<file path="src/rtl/gpr_wb_arb.sv">
// gpr_wb_arb -- writeback arbiter for the single GPR file write port.
//
// Collects results from the EXU and LSU over valid/ready handshakes plus an
// unconditional debug write, picks one per cycle, and registers the winner
// for one cycle onto the GPR write port. While a write sits in that register
// the GPR array still holds the old value, so a forwarding lookup lets the
// decode-stage read see it. A retired-write counter feeds perf/difftest.
//
// Ports:
//   clk, rst_n                       clock, asynchronous active-low reset
//   exu_valid/exu_ready/exu_rd/exu_data   EXU result handshake
//   lsu_valid/lsu_ready/lsu_rd/lsu_data   LSU load result handshake
//   dbg_wen/dbg_waddr/dbg_wdata      debug write, no handshake, always wins
//   waddr/wdata/wen                  registered GPR write port
//   fwd_raddr/fwd_hit/fwd_data       forwarding lookup on the pending write
//   wb_cnt                           count of committed (non-x0) GPR writes
module gpr_wb_arb #(
  parameter int XLEN = 32,
  parameter int AW   = 5,
  parameter int CNTW = 32
) (
  input  logic            clk,
  input  logic            rst_n,
  input  logic            exu_valid,
  output logic            exu_ready,
  input  logic [AW-1:0]   exu_rd,
  input  logic [XLEN-1:0] exu_data,
  input  logic            lsu_valid,
  output logic            lsu_ready,
  input  logic [AW-1:0]   lsu_rd,
  input  logic [XLEN-1:0] lsu_data,
  input  logic            dbg_wen,
  input  logic [AW-1:0]   dbg_waddr,
  input  logic [XLEN-1:0] dbg_wdata,
  output logic [AW-1:0]   waddr,
  output logic [XLEN-1:0] wdata,
  output logic            wen,
  input  logic [AW-1:0]   fwd_raddr,
  output logic            fwd_hit,
  output logic [XLEN-1:0] fwd_data,
  output logic [CNTW-1:0] wb_cnt
);

  typedef enum logic {
    SRC_EXU = 1'b0,
    SRC_LSU = 1'b1
  } src_e;

  src_e            last_grant_q;
  src_e            last_grant_d;

  logic            grant_exu;
  logic            grant_lsu;
  logic            vld_p0;
  logic            wen_p0;
  logic [AW-1:0]   waddr_p0;
  logic [XLEN-1:0] wdata_p0;

  logic            vld_p1;
  logic [AW-1:0]   waddr_p1;
  logic [XLEN-1:0] wdata_p1;
  logic [CNTW-1:0] cnt_q;

  // ---- p0: arbitration and source select (combinational) ----
  // The round-robin pointer only moves when both sources contend; a lone
  // requester is served without disturbing the fairness order. Debug
  // stalls both sources and leaves the pointer untouched.
  always_comb begin
    grant_exu    = 1'b0;
    grant_lsu    = 1'b0;
    last_grant_d = last_grant_q;
    vld_p0       = 1'b0;
    waddr_p0     = '0;
    wdata_p0     = '0;

    if (dbg_wen) begin
      vld_p0   = 1'b1;
      waddr_p0 = dbg_waddr;
      wdata_p0 = dbg_wdata;
    end else if (exu_valid && lsu_valid) begin
      if (last_grant_q == SRC_EXU) begin
        grant_lsu    = 1'b1;
        last_grant_d = SRC_LSU;
      end else begin
        grant_exu    = 1'b1;
        last_grant_d = SRC_EXU;
      end
    end else if (exu_valid) begin
      grant_exu = 1'b1;
    end else if (lsu_valid) begin
      grant_lsu = 1'b1;
    end

    if (grant_exu) begin
      vld_p0   = 1'b1;
      waddr_p0 = exu_rd;
      wdata_p0 = exu_data;
    end else if (grant_lsu) begin
      vld_p0   = 1'b1;
      waddr_p0 = lsu_rd;
      wdata_p0 = lsu_data;
    end
  end

  // x0 is hardwired: the request is still accepted but never reaches the port.
  assign wen_p0    = vld_p0 && (waddr_p0 != '0);
  assign exu_ready = grant_exu;
  assign lsu_ready = grant_lsu;

  always_ff @(posedge clk or negedge rst_n) begin
    if (!rst_n) begin
      last_grant_q <= SRC_EXU;
    end else begin
      last_grant_q <= last_grant_d;
    end
  end

  // ---- p1: registered GPR write port ----
  // Address/data follow every accepted request (including x0 discards) and
  // hold when idle; only the enable drops back to zero.
  always_ff @(posedge clk or negedge rst_n) begin
    if (!rst_n) begin
      vld_p1   <= 1'b0;
      waddr_p1 <= '0;
      wdata_p1 <= '0;
    end else begin
      vld_p1 <= wen_p0;
      if (vld_p0) begin
        waddr_p1 <= waddr_p0;
        wdata_p1 <= wdata_p0;
      end
    end
  end

  // ---- p2: commit into the GPR array, retired-write count ----
  always_ff @(posedge clk or negedge rst_n) begin
    if (!rst_n) begin
      cnt_q <= '0;
    end else if (vld_p1) begin
      cnt_q <= cnt_q + CNTW'(1);
    end
  end

  assign wen    = vld_p1;
  assign waddr  = waddr_p1;
  assign wdata  = wdata_p1;
  assign wb_cnt = cnt_q;

  assign fwd_hit  = vld_p1 && (waddr_p1 == fwd_raddr) && (fwd_raddr != '0);
  assign fwd_data = fwd_hit ? wdata_p1 : '0;

endmodule

</file>
<file path="config.mk">
export PLATFORM = sky130hd
export DESIGN_NAME = gpr_wb_arb
export DESIGN_NICKNAME = d
export VERILOG_FILES = /design/src/rtl/gpr_wb_arb.sv
export SDC_FILE = /design/constraint.sdc
export NUM_CORES = 1
export LEC_CHECK = 0
export BUFFER_PORTS_ARGS = -buffer_cell sky130_fd_sc_hd__buf_2
export CAP_MARGIN = 20
export CORE_MARGIN = 4
export CORE_UTILIZATION = 43
export DETAILED_ROUTE_END_ITERATION = 10
export HOLD_SLACK_MARGIN = 0.08
export PLACE_DENSITY = 0.81
export REMOVE_ABC_BUFFERS = 1
export SYNTH_ARGS = -nofsm -noshare
export SYNTH_HDL_FRONTEND = slang
export SYNTH_SLANG_ARGS = --single-unit
</file>
<file path="constraint.sdc">
create_clock -name clk -period 2.01 [get_ports clk]
set_input_delay 0.402 -clock clk [delete_from_list [all_inputs] [get_ports clk]]
set_output_delay 0.402 -clock clk [all_outputs]
set_load 0.03 [all_outputs]
</file>
==> metrics.txt <==
# TYPE chip_impl_metric gauge
chip_impl_info{name="status",value="finished, violations left"} 1
chip_impl_info{name="failed_checks",value="setup timing"} 1
chip_impl_info{name="mostFrequentLayoutCell",value="sky130_fd_sc_hd__buf_2"} 1
chip_impl_metric{name="power_frac_comb",unit="%"} 32.4
chip_impl_metric{name="critPathArrivalTime",unit="ps"} 1960
chip_impl_metric{name="detail_route.wirelength",unit="mm"} 12.34
chip_impl_metric{name="syn_inst",unit=""} 375
chip_impl_metric{name="pin_count_of_the_biggest_net_entering_global_routing",unit=""} 72
chip_impl_metric{name="synth-seq-cells",unit=""} 71
chip_impl_metric{name="post_synth_num_cell_types",unit=""} 37
chip_impl_metric{name="filler_cell_count",unit=""} 628
chip_impl_metric{name="pwr-share-seq",unit="%"} 42.2
chip_impl_metric{name="cp_data_required_time",unit="ps"} 1610
chip_impl_metric{name="die-height",unit="µm"} 99.67
chip_impl_metric{name="area_growth",unit="%"} 52.67
chip_impl_metric{name="antenna_cells_inserted",unit=""} 0
chip_impl_metric{name="dieArea",unit="µm²"} 9934
chip_impl_metric{name="fin_crit",unit="ps"} 2359
chip_impl_metric{name="synth_area",unit="µm²"} 3613
chip_impl_info{name="criticalPathCategory",value="flip-flop to primary output"} 1
chip_impl_metric{name="achievable-frequency",unit="MHz"} 423.9
chip_impl_metric{name="regArea",unit="µm²"} 1782
chip_impl_metric{name="numClockSinks",unit=""} 71
chip_impl_metric{name="synth_area_per_cell",unit="µm²"} 9.636
chip_impl_metric{name="timing.final.setup_violations",unit=""} 33
chip_impl_metric{name="power.switching_fraction",unit="%"} 37.33
chip_impl_metric{name="fraction_of_layout_cells_with_a_size_suffix_above_1",unit="%"} 49.84
chip_impl_metric{name="start_util",unit="%"} 44.20
chip_impl_info{name="clockRootBuffer",value="sky130_fd_sc_hd__clkbuf_8"} 1
chip_impl_metric{name="multi_input_logic_area",unit="µm²"} 1867
chip_impl_metric{name="setup_tns",unit="ps"} -10440
chip_impl_metric{name="final_hold_viol_count",unit=""} 0
chip_impl_metric{name="clock_pin_transition_on_the_worst_setup_and_hold_timing_paths",unit="ps"} 80
chip_impl_metric{name="vias",unit=""} 3816
chip_impl_metric{name="power_leakage",unit="nW"} 2.805
chip_impl_metric{name="globalRoute.totalOverflow",unit=""} 0
chip_impl_metric{name="path_max_fanout",unit=""} 8
chip_impl_metric{name="finalMaxSlewViolations",unit=""} 0
chip_impl_metric{name="use_met2",unit="%"} 42.64
chip_impl_info{name="grt-busiest-layer",value="met2"} 1
chip_impl_metric{name="replace_congestion",unit=""} 0.8320
chip_impl_metric{name="drc_errors",unit=""} 0
chip_impl_metric{name="io_pins",unit=""} 226
chip_impl_metric{name="dieWidth",unit="µm"} 99.67
chip_impl_info{name="critPathLaunchType",value="flip-flop"} 1
chip_impl_metric{name="insertion_delay",unit="ps"} 330
chip_impl_metric{name="first_global_vias",unit=""} 3973
chip_impl_metric{name="fin_ws",unit="ps"} -349.3
chip_impl_metric{name="finish.instance_area",unit="µm²"} 5517
chip_impl_metric{name="post_drt_via_cell_ratio",unit=""} 5.322
chip_impl_metric{name="powerDensity",unit="nW/µm²"} 804.0
chip_impl_metric{name="post-dp-hpwl",unit="mm"} 8.975
chip_impl_metric{name="cap_violations",unit=""} 0
chip_impl_info{name="tritoncts",value="built"} 1
chip_impl_metric{name="clock_skew",unit="ps"} 8.453
chip_impl_metric{name="slew_headroom",unit="%"} 74.67
chip_impl_metric{name="final_antenna_net_count",unit=""} 0
chip_impl_metric{name="final_min_period_over_clock_period",unit="%"} 117.4
chip_impl_metric{name="share_clk_of_total_power",unit="%"} 25.4
chip_impl_metric{name="synth-warning-count",unit=""} 0
chip_impl_metric{name="cts.htree.levels",unit=""} 3
chip_impl_metric{name="placed_area",unit="µm²"} 4933
chip_impl_metric{name="routedWlPerCell",unit="µm"} 17.22
chip_impl_metric{name="vdd.ir_drop.worst",unit="mV"} 0.4177
chip_impl_metric{name="synth_sequential_area_ratio",unit="%"} 49.17
chip_impl_metric{name="drt_iter0_markers",unit=""} 168
chip_impl_info{name="hold_path.class",value="input pin to async pin"} 1
chip_impl_metric{name="layout.nets",unit=""} 730
chip_impl_metric{name="grt_first_pass_wirelength",unit="mm"} 19.11
chip_impl_metric{name="placement.io_buffers",unit=""} 225
chip_impl_metric{name="track_usage",unit="%"} 23.87
chip_impl_metric{name="grt_antenna_before_repair",unit=""} 0
chip_impl_metric{name="drt_first_pass_iters",unit=""} 4
chip_impl_metric{name="core_region_area",unit="µm²"} 8175
chip_impl_info{name="layout_common_cells",value="sky130_fd_sc_hd__buf_2 (192), sky130_fd_sc_hd__dfrtp_1 (67), sky130_fd_sc_hd__nand2_1 (57), sky130_fd_sc_hd__nor2_1 (38), sky130_fd_sc_hd__buf_6 (34)"} 1
chip_impl_info{name="crit_path_end_kind",value="primary output"} 1
chip_impl_metric{name="internal_power_consumption",unit="mW"} 2.780
chip_impl_info{name="rsz_0062_raised_after_global_routing",value="true"} 1
chip_impl_metric{name="placement_rows",unit=""} 33
chip_impl_metric{name="ctsHoldBuffers",unit=""} 0
chip_impl_metric{name="global_route.usage.met3",unit="%"} 6.452
chip_impl_metric{name="grt.met1_usage",unit="%"} 27.85
chip_impl_metric{name="p_sw",unit="mW"} 1.656
chip_impl_metric{name="numCtsBuffers",unit=""} 9
chip_impl_metric{name="cts.path.max_buffers",unit=""} 2
chip_impl_metric{name="worst_slew_pin_slew",unit="ps"} 380.0
[cells by family after synthesis]
| group | after synthesis | share of synthesized area [%] |
|---|---|---|
| AO/OA/AOI/OAI | 74 | 14.30 |
| adder cells (fa/ha/maj) | 1 | 0.3462 |
| multiplexers | 1 | 0.3116 |
| XOR/XNOR | 36 | 8.726 |
| flip-flops | 71 | 49.17 |
| buffers and inverters | 25 | 2.666 |
| AND/OR/NAND/NOR | 167 | 24.48 |
[layer usage]
metal	up-vias	wire length, µm
met5	-	0
met4	0	206
met3	18	1028
met2	204	6452
met1	1810	4657
li1	1784	-
[power by group through the flow]
| stage | Clock [mW] | Sequential, mW | Combinational, mW |
|---|---|---|---|
| final | 1.13 | 1.87 | 1.44 |
| after global routing | 1.23 | 1.90 | 1.54 |
| after CTS | 1.16 | 1.85 | 1.39 |
| after detailed placement | 0 | 1.88 | 1.36 |
| after global placement | 0 | 1.86 | 1.32 |
| after floorplan | 0 | 2.20 | 0.473 |
[state kept, by name (all words and copies together) (netlist names)]
name and count:
last_grant_q 1, waddr 5, wb_cnt 32, wdata 32, wen 1
[critical path: stages (launching register included)]
cell and delay, ps:
sky130_fd_sc_hd__dfrtp_2 460, sky130_fd_sc_hd__nor4_4 270, sky130_fd_sc_hd__nor3_2 70, sky130_fd_sc_hd__a21oi_2 160
sky130_fd_sc_hd__nor3_4 60, sky130_fd_sc_hd__buf_12 130, sky130_fd_sc_hd__clkbuf_16 160, sky130_fd_sc_hd__and2_1 170
sky130_fd_sc_hd__buf_6 140
[cells in the mapped netlist]
library cell               count  area (µm²)
sky130_fd_sc_hd__nand4_4       2       42.54
sky130_fd_sc_hd__clkbuf_1     14       52.55
sky130_fd_sc_hd__or3_1         1       6.260
sky130_fd_sc_hd__and3_4        1       11.26
sky130_fd_sc_hd__nand3_2       2       20.02
sky130_fd_sc_hd__buf_1         5       18.77
sky130_fd_sc_hd__nor3_2        1       10.01
sky130_fd_sc_hd__buf_2         2       10.01
sky130_fd_sc_hd__xor2_1        5       43.79
sky130_fd_sc_hd__a222oi_1      2       20.02
sky130_fd_sc_hd__ha_1          1       12.51
sky130_fd_sc_hd__nand2b_1      1       6.260
sky130_fd_sc_hd__and3b_2       1       10.01
sky130_fd_sc_hd__a221oi_1     32       280.3
sky130_fd_sc_hd__nor4_4        1       21.27
sky130_fd_sc_hd__and3_1        2       12.51
sky130_fd_sc_hd__nor2b_1       2       12.51
sky130_fd_sc_hd__and4_1        1       8.760
sky130_fd_sc_hd__nand4_1      10       62.56
sky130_fd_sc_hd__a32oi_1       1       8.760
sky130_fd_sc_hd__and2_1       33       206.5
sky130_fd_sc_hd__nand3_1       9       45.04
sky130_fd_sc_hd__xnor2_1      31       271.5
sky130_fd_sc_hd__a21boi_0      1       7.510
sky130_fd_sc_hd__nor2_1       38       142.6
sky130_fd_sc_hd__a221o_1       2       20.02
sky130_fd_sc_hd__a21oi_1      34       170.2
sky130_fd_sc_hd__mux2_2        1       11.26
sky130_fd_sc_hd__and3b_4       1       12.51
sky130_fd_sc_hd__inv_2         1       3.750
sky130_fd_sc_hd__nor4b_4       1       23.77
sky130_fd_sc_hd__nand2_1      57       214.0
sky130_fd_sc_hd__o21ai_0       2       10.01
sky130_fd_sc_hd__dfrtp_1      71        1777
sky130_fd_sc_hd__inv_1         3       11.26
sky130_fd_sc_hd__nor4_1        1       6.260
sky130_fd_sc_hd__nor3_1        2       10.01
[final cells by class]
class | instances | share of cell area [%]
multi-input combinational | 279 | 33.84
sequential | 71 | 32.30
timing repair buffer | 243 | 27.67
clock buffer | 10 | 2.495
tap | 105 | 2.381
clock inverter | 5 | 1.043
inverter | 4 | 0.2722
[worst paths after layout]
path | startpoint | to | slack, ps | depth (start not counted)
setup reg to reg | wb_cnt[0] | wb_cnt[26] | 320 | 6
setup / recovery | waddr[3] | fwd_data[12] | -350 | 8
max in group asynchronous | rst_n | waddr[3] | 1610 | 2
hold reg to reg | wb_cnt[31] | wb_cnt[31] | 470 | 1
min in group clk | lsu_data[14] | wdata[14] | 290 | 3
hold / removal | rst_n | wb_cnt[0] | 80 | 2
[what timing repair did]
| action | CTS | global route |
|---|---|---|
| gates cloned | 0 | 2 |
| setup endpoints to repair | 33 | 33 |
| gates resized for setup | 66 | 36 |
| setup buffers | 1 | 1 |
| pin swaps | 1 | 11 |
[through the flow]
stage / setup WS, ps / total power [mW] / std cells / hold slack, ps / util, %
3_3_place_gp: 53.11 / 3.181 / 698 / 450.6 / 60.35
4_1_cts: -276.2 / 4.408 / 714 / 88.73 / 65.38
5_1_grt: -455.7 / 4.672 / 717 / 99.84 / 67.48
6_report: -349.3 / 4.435 / 717 / 79.79 / 67.48
3_5_place_dp: -86.51 / 3.236 / 698 / 460.2 / 60.35
2_1_floorplan: -1387 / 2.674 / 354 / 106.4 / -
Note: power is estimated with default switching activity, not from simulation.
